[src/rtl/uart_tx_arbiter.sv]
// Three-requester byte arbiter in front of a UART transmitter. Round-robin
// arbitration with message locking, and a timeout that releases an idle lock.
module uart_tx_arbiter #(
    parameter int unsigned LOCK_TIMEOUT = 1023
) (
    input  logic        clk,
    input  logic        reset,
    input  logic [2:0]  req_valid,
    input  logic [23:0] req_data,
    input  logic [2:0]  req_last,
    output logic [2:0]  req_ready,
    output logic [7:0]  tx_byte,
    output logic        tx_start,
    input  logic        tx_busy,
    output logic [1:0]  grant,
    output logic        lock_timeout
);

    localparam logic [1:0] ST_IDLE      = 2'd0;
    localparam logic [1:0] ST_START     = 2'd1;
    localparam logic [1:0] ST_WAIT_BUSY = 2'd2;
    localparam logic [1:0] ST_WAIT_DONE = 2'd3;
    localparam logic [1:0] NO_OWNER     = 2'd3;
    localparam logic [15:0] TIMEOUT_LIMIT = 16'(LOCK_TIMEOUT);

    function automatic logic [1:0] next_idx(input logic [1:0] idx);
        return (idx == 2'd2) ? 2'd0 : idx + 2'd1;
    endfunction

    logic [1:0]  state_r;
    logic [1:0]  grant_r;
    logic [1:0]  rr_ptr_r;
    logic [15:0] idle_cnt_r;
    logic [7:0]  tx_byte_r;
    logic        tx_start_r;
    logic        lock_timeout_r;

    logic [3:0]  valid4_s;
    logic [3:0]  last4_s;
    logic [1:0]  cand1_s;
    logic [1:0]  cand2_s;
    logic [1:0]  sel_idx_s;
    logic        sel_valid_s;
    logic [7:0]  sel_byte_s;
    logic        accept_s;
    logic        owner_idle_s;

    // Padding to four entries lets the "no owner" code index safely.
    assign valid4_s = {1'b0, req_valid};
    assign last4_s  = {1'b0, req_last};
    assign cand1_s  = next_idx(rr_ptr_r);
    assign cand2_s  = next_idx(cand1_s);

    // Pick the lock owner if one exists, otherwise the first valid requester from rr_ptr.
    always_comb begin
        sel_idx_s   = 2'd0;
        sel_valid_s = 1'b0;
        if (grant_r != NO_OWNER) begin
            sel_idx_s   = grant_r;
            sel_valid_s = valid4_s[grant_r];
        end else if (valid4_s[rr_ptr_r]) begin
            sel_idx_s   = rr_ptr_r;
            sel_valid_s = 1'b1;
        end else if (valid4_s[cand1_s]) begin
            sel_idx_s   = cand1_s;
            sel_valid_s = 1'b1;
        end else if (valid4_s[cand2_s]) begin
            sel_idx_s   = cand2_s;
            sel_valid_s = 1'b1;
        end else begin
            sel_idx_s   = 2'd0;
            sel_valid_s = 1'b0;
        end
    end

    // Byte lane of the selected requester.
    always_comb begin
        sel_byte_s = 8'h00;
        case (sel_idx_s)
            2'd0:    sel_byte_s = req_data[7:0];
            2'd1:    sel_byte_s = req_data[15:8];
            2'd2:    sel_byte_s = req_data[23:16];
            default: sel_byte_s = 8'h00;
        endcase
    end

    // req_ready is the acceptance handshake itself, so it reflects the current cycle.
    assign accept_s     = (state_r == ST_IDLE) && !tx_busy && sel_valid_s && !reset;
    assign owner_idle_s = (state_r == ST_IDLE) && (grant_r != NO_OWNER) && !valid4_s[grant_r];
    assign req_ready    = accept_s ? (3'b001 << sel_idx_s) : 3'b000;

    // Transfer sequencing, lock ownership, round-robin pointer and idle-lock timeout.
    always_ff @(posedge clk) begin
        if (reset) begin
            state_r        <= ST_IDLE;
            grant_r        <= NO_OWNER;
            rr_ptr_r       <= 2'd0;
            idle_cnt_r     <= 16'd0;
            tx_byte_r      <= 8'h00;
            tx_start_r     <= 1'b0;
            lock_timeout_r <= 1'b0;
        end else begin
            tx_start_r     <= 1'b0;
            lock_timeout_r <= 1'b0;
            case (state_r)
                ST_IDLE: begin
                    if (accept_s) begin
                        state_r    <= ST_START;
                        tx_start_r <= 1'b1;
                        tx_byte_r  <= sel_byte_s;
                        idle_cnt_r <= 16'd0;
                        if (last4_s[sel_idx_s]) begin
                            grant_r  <= NO_OWNER;
                            rr_ptr_r <= next_idx(sel_idx_s);
                        end else begin
                            grant_r <= sel_idx_s;
                        end
                    end else if (grant_r == NO_OWNER) begin
                        idle_cnt_r <= 16'd0;
                    end else if (owner_idle_s) begin
                        // Release happens on the edge where the count would reach the limit.
                        if ((idle_cnt_r + 16'd1) == TIMEOUT_LIMIT) begin
                            grant_r        <= NO_OWNER;
                            rr_ptr_r       <= next_idx(grant_r);
                            idle_cnt_r     <= 16'd0;
                            lock_timeout_r <= 1'b1;
                        end else begin
                            idle_cnt_r <= idle_cnt_r + 16'd1;
                        end
                    end else begin
                        idle_cnt_r <= idle_cnt_r;
                    end
                end
                ST_START: begin
                    state_r <= ST_WAIT_BUSY;
                end
                ST_WAIT_BUSY: begin
                    if (tx_busy) begin
                        state_r <= ST_WAIT_DONE;
                    end else begin
                        state_r <= ST_WAIT_BUSY;
                    end
                end
                ST_WAIT_DONE: begin
                    if (!tx_busy) begin
                        state_r <= ST_IDLE;
                    end else begin
                        state_r <= ST_WAIT_DONE;
                    end
                end
                default: begin
                    state_r <= ST_IDLE;
                end
            endcase
        end
    end

    assign tx_byte      = tx_byte_r;
    assign tx_start     = tx_start_r;
    assign grant        = grant_r;
    assign lock_timeout = lock_timeout_r;

endmodule

[config.mk]
export PLATFORM = sky130hd
export DESIGN_NAME = uart_tx_arbiter
export DESIGN_NICKNAME = d
export VERILOG_FILES = /design/src/rtl/uart_tx_arbiter.sv
export SDC_FILE = /design/constraint.sdc
export NUM_CORES = 1
export LEC_CHECK = 0
export CORE_UTILIZATION = 45
export CTS_CLUSTER_SIZE = 8
export DETAILED_ROUTE_END_ITERATION = 12
export GPL_TIMING_DRIVEN = 1
export PLACE_DENSITY = 0.77
export SYNTH_ARGS = -nofsm -noshare
export SYNTH_HDL_FRONTEND = slang
export SYNTH_SLANG_ARGS = --single-unit
[constraint.sdc]
create_clock -name clk -period 2.18 [get_ports clk]
set_input_delay 0.218 -clock clk [delete_from_list [all_inputs] [get_ports clk]]
set_output_delay 0.218 -clock clk [all_outputs]
set_load 0.01 [all_outputs]
== Yosys cells after proc, flatten, opt, wreduce, memory -nomap -nowiden ==
Index checks and enable logic that the tools add are counted.

* Bits in registers: 32
* Input bits: 33
* Output and inout port bits: 15
* Word-level logic and storage cells: 97

* Add/subtract/negate cells: 5
* Magnitude comparators: 5
* Equal/unequal tests: 14
* Shifts and indexed selects: 1
* Muxes and demuxes: 44
* Bitwise gates (word level): 2
* Reduce and logical (&&, ||, !) cells: 19

{| class="wikitable"
|+ Operators with widths
! cell !! count
|-
| $mux 16 || 4
|-
| $mux 2 || 20
|-
| $pmux 8 s3 || 1
|-
| $add 16x1->16 const B || 1
|-
| $eq 16x10->1 const B || 1
|-
| $lt 2x3->1 const B || 5
|-
| $eq 2x2->1 const B || 7
|-
| $mux 1 || 12
|-
| $bmux 1 s2 || 5
|-
| $add 2x1->2 const B || 4
|-
| $pmux 2 s4 || 1
|-
| $ne 2x2->1 const B || 3
|-
| $logic_and 1x1->1 || 5
|-
| $reduce_and 5->1 || 1
|-
| $reduce_or 5->1 || 1
|-
| $eq 2x1->1 const B || 2
|-
| $logic_not 2->1 || 2
|-
| $reduce_and 2->1 || 2
|-
| $reduce_and 4->1 || 1
|-
| $reduce_bool 2->1 || 2
|-
| $logic_not 1->1 || 3
|-
| $mux 3 || 1
|-
| $reduce_bool 3->1 || 1
|-
| $shl 1x2->3 const A || 1
|-
| other kinds (3) || 4
|}

== Logic depth before layout (Yosys ltp) ==
Gate-level depths: netlist of the first run.

* Word-level depth: 14
* Gate-level depth with buffers: 10
* Mapped depth without buffers: 8

== Least setup slack after synthesis of the first run ==
No wires, ideal clock.

* Path kind: register to register
* Start: register idle_cnt_r[1]
* End: register rr_ptr_r[0]
* Library setup time: 0.096 ns
* Data arrival time: 2.103 ns
* Data required time: 2.084 ns
* Setup slack: -0.018 ns
* Cell stages (with the launch flop): 10
* Path buffers: 1
* Clock period less this slack: 2.198 ns
* Cells stage by stage: dfxtp_1 -> ha_1 -> and4_1 -> clkbuf_1 -> xnor2_1 -> nand3_1 -> a211oi_2 -> nand4_2 -> and2_1 -> o41ai_2

* Longest elaborated chain between the ends: 4

{| class="wikitable"
|+ Ends and longest elaborated chain
! what !! line !! text
|-
| start: declaration || 33 || <nowiki>logic [15:0] idle_cnt_r;</nowiki>
|-
| start signal: assignment || 128 || <nowiki>idle_cnt_r <= idle_cnt_r + 16'd1;</nowiki>
|-
| start signal: assignment || 131 || <nowiki>idle_cnt_r <= idle_cnt_r;</nowiki>
|-
| $add 16x1->16 || 122 || <nowiki>if ((idle_cnt_r + 16'd1) == TIMEOUT_LIMIT) begin</nowiki>
|-
| $eq 16x10->1 || 122 ||
|-
| $reduce_bool 2->1 (no source line) || n/a ||
|-
| $reduce_and 5->1 (no source line) || n/a ||
|-
| end signal: assignment || 114 || <nowiki>rr_ptr_r <= next_idx(sel_idx_s);</nowiki>
|-
| end signal: assignment || 124 || <nowiki>rr_ptr_r <= next_idx(grant_r);</nowiki>
|-
| end: declaration || 32 || <nowiki>logic [1:0] rr_ptr_r;</nowiki>
|}

Every way passes these cells.
A chain may end at the register's enable or synchronous reset.

== Final worst setup path of the first run ==
* Start: register idle_cnt_r[12]
* End: register idle_cnt_r[4]

* Longest elaborated chain between the ends: 6

{| class="wikitable"
|+ Ends and longest elaborated chain
! what !! line !! text
|-
| $add 16x1->16 || 122 ||
|-
| $eq 16x10->1 || 122 ||
|-
| $mux 16 || 122 ||
|-
| $mux 16 || 120 || <nowiki>end else if (owner_idle_s) begin</nowiki>
|-
| $mux 16 || 118 || <nowiki>end else if (grant_r == NO_OWNER) begin</nowiki>
|-
| $mux 16 || 107 || <nowiki>if (accept_s) begin</nowiki>
|}

Every way passes these cells. The select of a mux whose other input is x is not followed.

==> run_summary.xml, run 1 <==
<?xml version="1.0" encoding="UTF-8"?>
<metrics>
  <group name="outcome">
    <metric name="run_status" unit="">finished with violations</metric>
    <metric name="violations" unit="">negative setup slack</metric>
  </group>
  <group name="floorplanning">
    <metric name="placeableCoreArea" unit="um2">4120</metric>
    <metric name="dieHeight" unit="um">68.2</metric>
    <metric name="start_util" unit="%">47.9</metric>
    <metric name="floorplan.die_area" unit="um2">4650</metric>
    <metric name="io_pins" unit="">48</metric>
    <metric name="std_cell_rows" unit="">23</metric>
    <metric name="die_width" unit="um">68.2</metric>
  </group>
  <group name="clocking">
    <metric name="cts-root-to-sink-buffers" unit="">2</metric>
    <metric name="cts-buffers-inserted" unit="">5</metric>
    <metric name="path_clk_slew" unit="ns">0.07</metric>
    <metric name="clock_sink_count" unit="">32</metric>
    <metric name="clock-root-buffer" unit="">sky130_fd_sc_hd__clkbuf_8</metric>
    <metric name="worstSkewPairLatency" unit="ns">0.29</metric>
    <metric name="tritoncts" unit="">yes</metric>
    <metric name="cts_htree_levels" unit="">2</metric>
  </group>
  <group name="synthesis">
    <metric name="mappedNetlistArea" unit="um2">1970</metric>
    <metric name="synth.lib_cells_used.distinct" unit="">52</metric>
    <metric name="yosys.area.top_type" unit="">sky130_fd_sc_hd__dfxtp_1</metric>
    <metric name="synthesis.nets" unit="">283</metric>
    <metric name="synth_edf_count" unit="">0</metric>
    <metric name="synth_top_area_share" unit="%">32.5</metric>
    <metric name="synth-async-reset-ratio" unit="%">0</metric>
    <metric name="ys_seq_area_share" unit="%">32.5</metric>
    <metric name="synth.yosys.warnings" unit="">0</metric>
    <metric name="synthTopCellsByArea" unit="">sky130_fd_sc_hd__dfxtp_1 32%, sky130_fd_sc_hd__nand2_1 4.4%, sky130_fd_sc_hd__nor2_1 3.8%, sky130_fd_sc_hd__a221oi_1 3.6%, sky130_fd_sc_hd__a22oi_1 3.4%</metric>
    <metric name="netlist_instances" unit="">248</metric>
    <metric name="synthesis.area_per_instance" unit="um2">7.96</metric>
    <metric name="dominantRegCellSynth" unit="">sky130_fd_sc_hd__dfxtp_1</metric>
    <metric name="post-synth-top-count-cell" unit="">sky130_fd_sc_hd__dfxtp_1</metric>
    <metric name="synthTopCellsByCount" unit="">32 x sky130_fd_sc_hd__dfxtp_1, 23 x sky130_fd_sc_hd__nand2_1, 20 x sky130_fd_sc_hd__nor2_1</metric>
    <metric name="synth.ff_latch_count" unit="">32</metric>
  </group>
  <group name="placed_design">
    <metric name="detailed_place.area" unit="um2">2840</metric>
    <metric name="routability_congestion_estimate_from_global_placement" unit="">0.824</metric>
    <metric name="dp_hpwl" unit="um">4190</metric>
    <metric name="io_buffer_count" unit="">47</metric>
  </group>
  <group name="worst_setup_path">
    <metric name="worstPathRequired" unit="ns">2.36</metric>
    <metric name="rrSetupSlack" unit="ns">-0.02</metric>
    <metric name="start_kind" unit="">flip-flop</metric>
    <metric name="timing.critical_path.slowest_stage_cell" unit="">sky130_fd_sc_hd__nor4_1</metric>
    <metric name="reg2reg_to" unit="">idle_cnt_r[4]</metric>
    <metric name="cp_slowest_stage_delay" unit="ns">0.42</metric>
    <metric name="critPathArrivalTime" unit="ns">2.37</metric>
    <metric name="rr_startpoint" unit="">idle_cnt_r[12]</metric>
    <metric name="criticalPathCategory" unit="">reg -&gt; reg</metric>
    <metric name="rr_worst_depth" unit="">8</metric>
    <metric name="crit_path_cell_trace" unit="">nand4_1, nor4_1, xor2_1, a211oi_4, nand3_2, buf_6, a31oi_1, o22ai_1</metric>
    <metric name="path_max_fanout" unit="">5</metric>
    <metric name="end_kind" unit="">flip-flop</metric>
  </group>
  <group name="worst_hold_path">
    <metric name="min_delay_path_depth" unit="">3</metric>
    <metric name="hold_path_end" unit="">tx_byte[2]</metric>
    <metric name="timing.hold.worst.start" unit="">req_data[2]</metric>
    <metric name="hold_path.class" unit="">in -&gt; reg</metric>
  </group>
  <group name="final_layout">
    <metric name="area_growth_syn_to_layout" unit="%">61.6</metric>
    <metric name="post-route-cell-area" unit="um2">3190</metric>
    <metric name="design.final.nets" unit="">382</metric>
    <metric name="fillerInstances" unit="">283</metric>
    <metric name="utilization" unit="%">77.5</metric>
    <metric name="antenna-diode-count" unit="">0</metric>
    <metric name="share_of_layout_cells_above_drive_strength_1" unit="%">32.5</metric>
  </group>
  <group name="pwr">
    <metric name="net-switching-power" unit="mW">0.570</metric>
    <metric name="vdd_drop_max" unit="mV">0.333</metric>
    <metric name="pwr-share-clk" unit="%">27.6</metric>
    <metric name="comb_power_share" unit="%">35.4</metric>
    <metric name="power.leakage" unit="nW">1.31</metric>
    <metric name="switching_share" unit="%">31.9</metric>
    <metric name="power_density" unit="nW/um2">560</metric>
    <metric name="share_seq_of_total_power" unit="%">37.1</metric>
    <metric name="power.internal" unit="mW">1.21</metric>
  </group>
  <group name="routing">
    <metric name="number_of_antenna_violating_nets_in_the_routed_design" unit="">0</metric>
    <metric name="drt_pass1_iterations" unit="">4</metric>
    <metric name="drt_first_iter_violations" unit="">134</metric>
    <metric name="route.vias.total" unit="">2335</metric>
    <metric name="vias_per_cell" unit="">5.87</metric>
    <metric name="postRouteWirelength" unit="um">6440</metric>
    <metric name="drc_errors" unit="">0</metric>
    <metric name="wire_length_per_cell_after_detailed_routing" unit="um">16.2</metric>
  </group>
  <group name="timing">
    <metric name="timing.final.max_slew_violations" unit="">0</metric>
    <metric name="worst-slew-pin-transition" unit="ns">0.392</metric>
    <metric name="rsz_0062_raised_after_global_routing" unit="">yes</metric>
    <metric name="period_share" unit="%">101</metric>
    <metric name="maxClockFrequency" unit="GHz">0.455</metric>
    <metric name="final.setup.worst_slack" unit="ns">-0.0166</metric>
    <metric name="finalClockSkew" unit="ns">0.0119</metric>
    <metric name="post-route-min-period" unit="ns">2.20</metric>
    <metric name="max_slew_margin" unit="%">73.5</metric>
    <metric name="setup-violations-final" unit="">1</metric>
    <metric name="whs" unit="ns">0.478</metric>
    <metric name="timing_hold_violations_final" unit="">0</metric>
  </group>
  <group name="global_routing">
    <metric name="grt_antenna_before_repair" unit="">0</metric>
    <metric name="grt_start_max_net_pins" unit="">15</metric>
    <metric name="grtUsageTotal" unit="%">26.3</metric>
    <metric name="first_global_vias" unit="">2106</metric>
    <metric name="grt_pass1_wl" unit="um">9150</metric>
    <metric name="grt_remaining_overflow" unit="">0</metric>
  </group>
  <group name="flow_run">
    <metric name="maxCapViolCount" unit="">0</metric>
  </group>
</metrics>
[logic make-up after synthesis]
| family | count (synthesis) | share of synthesized area [%] |
|---|---|---|
| simple gates | 108 | 31.3 |
| compound gates | 69 | 24.9 |
| flops | 32 | 32.5 |
| buf+inv | 27 | 5.52 |
| xor+xnor | 7 | 3.11 |
| mux | 3 | 1.52 |
| fa+ha+maj | 2 | 1.27 |
[layout by cell type (no fill, tap or decap), drive strengths merged, types with 4 or more instances in the layout]
cell type      netlist  final
nor2                20     20
nor3                 7      7
dfxtp               32     32
and3                10     10
nand4                8      8
o31ai                8      8
a22oi                9      9
nand3               15     15
o21ai               10     10
nor4                 4      4
a221oi               8      8
inv                 10     10
xor2                 4      4
a21oi               13     13
nor2b                4      4
buf                  7     62
clkdlybuf4s50        0     41
clkbuf              10      7
nand2               23     23
[what timing repair did]
item / in CTS / in global routing
hold buffers: 0 / 0
pin swaps: 5 / 14
hold endpoints to repair: 0 / 0
buffers inserted: 2 / 6
cloned: 0 / 1
gates resized for setup: 16 / 41
endpoints found under the setup margin: 14 / 16
[worst max path at each step]
stage / start / endpoint / cells past startpoint
after floorplan: idle_cnt_r[1] / rr_ptr_r[0] / 9
after global placement: req_valid[2] / req_ready[2] / 6
after detailed placement: req_valid[2] / idle_cnt_r[7] / 8
after CTS: idle_cnt_r[3] / idle_cnt_r[4] / 8
after global routing: idle_cnt_r[9] / idle_cnt_r[4] / 8
final: idle_cnt_r[12] / idle_cnt_r[4] / 8
[state kept, by name, indices dropped and copies added (netlist names)]
name and cells:
grant 2, tx_byte 8, lock_timeout 1, tx_start 1
state_r 2, idle_cnt_r 16, rr_ptr_r 2
[worst max-delay path: cells and delay by family (launching register included)]
| family | cells | cell delay [ns] |
|---|---|---|
| buffers and inverters | 1 | 0.17 |
| and+or+nand+nor | 3 | 0.79 |
| DFF | 1 | 0.33 |
| AOI/OAI and AO/OA | 3 | 0.59 |
| xor gates and xnor gates | 1 | 0.20 |
[layer usage]
layer	share of wire, %	GRT usage, %
met5	0	0
met4	2.6	11.7
met3	5.9	7.83
met2	49	42.8
met1	42	31.7
[per-stage QoR]
step                setup WS (ns)  TNS (ns)  power, mW  cells
floorplan                  0.0108         0      0.929    248
global placement           -0.185     -2.19       1.23    382
detailed placement         -0.214     -3.22       1.24    382
CTS                       0.00390         0       1.76    392
global route               -0.105    -0.800       1.87    398
finish                    -0.0166   -0.0166       1.79    398
[power groups by stage]
| stage | combinational, mW | clock [mW] | sequential, mW |
|---|---|---|---|
| 2_1_floorplan | 0.252 | 0 | 0.677 |
| 3_3_place_gp | 0.562 | 0 | 0.670 |
| 3_5_place_dp | 0.573 | 0 | 0.669 |
| 4_1_cts | 0.592 | 0.503 | 0.661 |
| 5_1_grt | 0.685 | 0.522 | 0.666 |
| 6_report | 0.631 | 0.492 | 0.662 |
[layout make-up]
cell class	instances	area (um2)	share of cell area, %
clock inverters	1	7.51	0.235
multi-input cells	189	1370	43.1
repair buffers	109	962	30.2
well taps	50	62.6	1.96
flip-flops and latches	32	659	20.7
inverters	10	37.5	1.18
clock buffers	7	86.3	2.71
Note: power is estimated with default switching activity, not from simulation.
==> run 2, diff against run 1 <==
- SKIP_LAST_GASP: default -> 1
==> results of run 2 <==
The final DEF is identical to that of run 1; final timing and power are the same.
==> run 3, diff against run 2 <==
- CORE_MARGIN: default -> 3
- CORE_UTILIZATION: 45 -> 53
- PLACE_DENSITY: 0.77 -> 0.85
- SETUP_SLACK_MARGIN: default -> 0.02
- clock period: 2.18 -> 2.8 ns (I/O delays scaled with it)
==> run_summary.xml, run 3 (synthesis gave the netlist of run 1 again) <==
<?xml version="1.0" encoding="UTF-8"?>
<metrics>
  <group name="outcome">
    <metric name="run_status" unit="">complete, no violations</metric>
  </group>
  <group name="worst_setup_path">
    <metric name="rr_startpoint" unit="">idle_cnt_r[0]</metric>
    <metric name="path_max_fanout" unit="">5</metric>
    <metric name="start_kind" unit="">input port</metric>
    <metric name="criticalPathCategory" unit="">in -&gt; out</metric>
    <metric name="end_kind" unit="">primary output</metric>
    <metric name="critPathArrivalTime" unit="ns">2.35</metric>
    <metric name="timing.critical_path.from" unit="">req_valid[2]</metric>
    <metric name="worstPathRequired" unit="ns">2.52</metric>
  </group>
  <group name="clocking">
    <metric name="worstSkewPairLatency" unit="ns">0.28</metric>
    <metric name="clock-root-buffer" unit="">sky130_fd_sc_hd__clkbuf_8</metric>
    <metric name="clock_sink_count" unit="">32</metric>
    <metric name="cts-root-to-sink-buffers" unit="">2</metric>
    <metric name="cts-buffers-inserted" unit="">5</metric>
    <metric name="ctsHoldBuffers" unit="">0</metric>
    <metric name="cts.repair.resized" unit="">0</metric>
    <metric name="tritoncts" unit="">yes</metric>
    <metric name="post_cts.repair.setup_buffers" unit="">0</metric>
    <metric name="cts_htree_levels" unit="">2</metric>
    <metric name="path_clk_slew" unit="ns">0.06</metric>
  </group>
  <group name="global_routing">
    <metric name="grt_antenna_before_repair" unit="">0</metric>
    <metric name="grtUsageTotal" unit="%">25.6</metric>
    <metric name="grt_remaining_overflow" unit="">0</metric>
    <metric name="first_global_vias" unit="">1976</metric>
    <metric name="grt_start_max_net_pins" unit="">17</metric>
    <metric name="grt_pass1_wl" unit="um">8750</metric>
  </group>
  <group name="final_layout">
    <metric name="layout.cells.non_filler" unit="">346</metric>
    <metric name="area_growth_syn_to_layout" unit="%">33.9</metric>
    <metric name="post-route-cell-area" unit="um2">2640</metric>
    <metric name="antenna-diode-count" unit="">0</metric>
    <metric name="top_library_cells_by_usage_in_the_layout_fill_and_taps_aside" unit="">47 x sky130_fd_sc_hd__clkdlybuf4s50_1, 32 x sky130_fd_sc_hd__dfxtp_1, 23 x sky130_fd_sc_hd__nand2_1</metric>
    <metric name="fillerInstances" unit="">270</metric>
    <metric name="design.final.nets" unit="">335</metric>
    <metric name="share_of_layout_cells_above_drive_strength_1" unit="%">11.7</metric>
    <metric name="regMostFlops" unit="">idle_cnt_r</metric>
    <metric name="final_common_cell" unit="">sky130_fd_sc_hd__clkdlybuf4s50_1</metric>
    <metric name="largest_register_ff_count" unit="">16</metric>
  </group>
  <group name="timing">
    <metric name="max_slew_margin" unit="%">65.1</metric>
    <metric name="post-route-min-period" unit="ns">2.63</metric>
    <metric name="timing.final.max_slew_violations" unit="">0</metric>
    <metric name="maxClockFrequency" unit="GHz">0.380</metric>
    <metric name="timing_hold_violations_final" unit="">0</metric>
    <metric name="finalClockSkew" unit="ns">0.00469</metric>
    <metric name="fin_setup_tns" unit="ns">0</metric>
    <metric name="rsz_0062_raised_after_global_routing" unit="">no</metric>
    <metric name="period_share" unit="%">93.9</metric>
    <metric name="whs" unit="ns">0.521</metric>
    <metric name="worst-slew-pin-transition" unit="ns">0.522</metric>
    <metric name="setup-violations-final" unit="">0</metric>
  </group>
  <group name="pwr">
    <metric name="power.leakage" unit="nW">1.02</metric>
    <metric name="p_total" unit="mW">1.29</metric>
    <metric name="power_density" unit="nW/um2">488</metric>
    <metric name="pwr-share-clk" unit="%">30.1</metric>
    <metric name="power.internal" unit="mW">0.893</metric>
    <metric name="share_seq_of_total_power" unit="%">40.1</metric>
    <metric name="switching_share" unit="%">30.7</metric>
    <metric name="comb_power_share" unit="%">29.8</metric>
    <metric name="net-switching-power" unit="mW">0.395</metric>
    <metric name="vdd_drop_max" unit="mV">0.371</metric>
  </group>
  <group name="routing">
    <metric name="wire_length_per_cell_after_detailed_routing" unit="um">15.1</metric>
    <metric name="drt_first_iter_violations" unit="">173</metric>
    <metric name="postRouteWirelength" unit="um">5240</metric>
    <metric name="vias_per_cell" unit="">5.90</metric>
    <metric name="route.vias.total" unit="">2040</metric>
    <metric name="drc_errors" unit="">0</metric>
    <metric name="number_of_antenna_violating_nets_in_the_routed_design" unit="">0</metric>
    <metric name="drt_pass1_iterations" unit="">4</metric>
  </group>
  <group name="floorplanning">
    <metric name="die_width" unit="um">67.0</metric>
    <metric name="dieHeight" unit="um">67.0</metric>
    <metric name="floorplan.die_area" unit="um2">4490</metric>
    <metric name="start_util" unit="%">56.9</metric>
    <metric name="io_pins" unit="">48</metric>
    <metric name="std_cell_rows" unit="">21</metric>
    <metric name="placeableCoreArea" unit="um2">3470</metric>
  </group>
  <group name="placed_design">
    <metric name="dp_hpwl" unit="um">3870</metric>
    <metric name="detailed_place.area" unit="um2">2540</metric>
    <metric name="io_buffer_count" unit="">47</metric>
    <metric name="placedCellCount" unit="">339</metric>
    <metric name="routability_congestion_estimate_from_global_placement" unit="">0.867</metric>
  </group>
  <group name="flow_run">
    <metric name="maxCapViolCount" unit="">0</metric>
  </group>
  <group name="worst_hold_path">
    <metric name="hold_path.class" unit="">reg -&gt; reg</metric>
    <metric name="timing.hold.worst.start" unit="">idle_cnt_r[15]</metric>
  </group>
</metrics>
run 3: worst paths after layout:
check	to	slack [ns]	cells past startpoint
max	req_ready[1]	0.17	7
min	idle_cnt_r[15]	0.52	2
max reg2reg	idle_cnt_r[8]	0.24	8
min reg2reg	idle_cnt_r[15]	0.52	2
run 3: power groups by stage:
stage	logic (mW)	clock network, mW	registers, mW
after global routing	0.417	0.413	0.522
after CTS	0.380	0.393	0.516
after detailed placement	0.376	0	0.525
after global placement	0.374	0	0.523
final	0.384	0.388	0.517
after floorplan	0.196	0	0.527
run 3: cell type report:
class / count / area [um2] / area share, %
Clock buffer: 7 / 96.3 / 3.65
Inverter: 10 / 37.5 / 1.42
Sequential cell: 32 / 641 / 24.2
Tap cell: 46 / 57.6 / 2.18
Multi-Input combinational cell: 189 / 1230 / 46.4
Timing Repair Buffer: 62 / 583 / 22.1
run 3: worst max-delay path, stage by stage:
cell	delay, ns
sky130_fd_sc_hd__clkdlybuf4s50_1	0.45
sky130_fd_sc_hd__nor2b_1	0.14
sky130_fd_sc_hd__o21a_1	0.18
sky130_fd_sc_hd__o31ai_1	0.32
sky130_fd_sc_hd__and2_1	0.26
sky130_fd_sc_hd__and3b_1	0.18
sky130_fd_sc_hd__clkdlybuf4s50_1	0.54
run 3: routing by layer:
layer | track usage [%] | part of all wire, % | vias to the layer above
met5 | 0 | 0 | -
met4 | 7.09 | 0.94 | 0
met2 | 45.0 | 49 | 60
li1 | - | - | 1027
met1 | 28.2 | 43 | 946
met3 | 9.95 | 7.4 | 7
run 3: metrics by stage:
stage / utilization, % / setup slack, ns
floorplan: - / 0.602
global placement: 73.3 / 0.262
detailed placement: 73.3 / 0.217
CTS: 76.1 / 0.173
global route: 76.2 / 0.0278
finish: 76.2 / 0.171
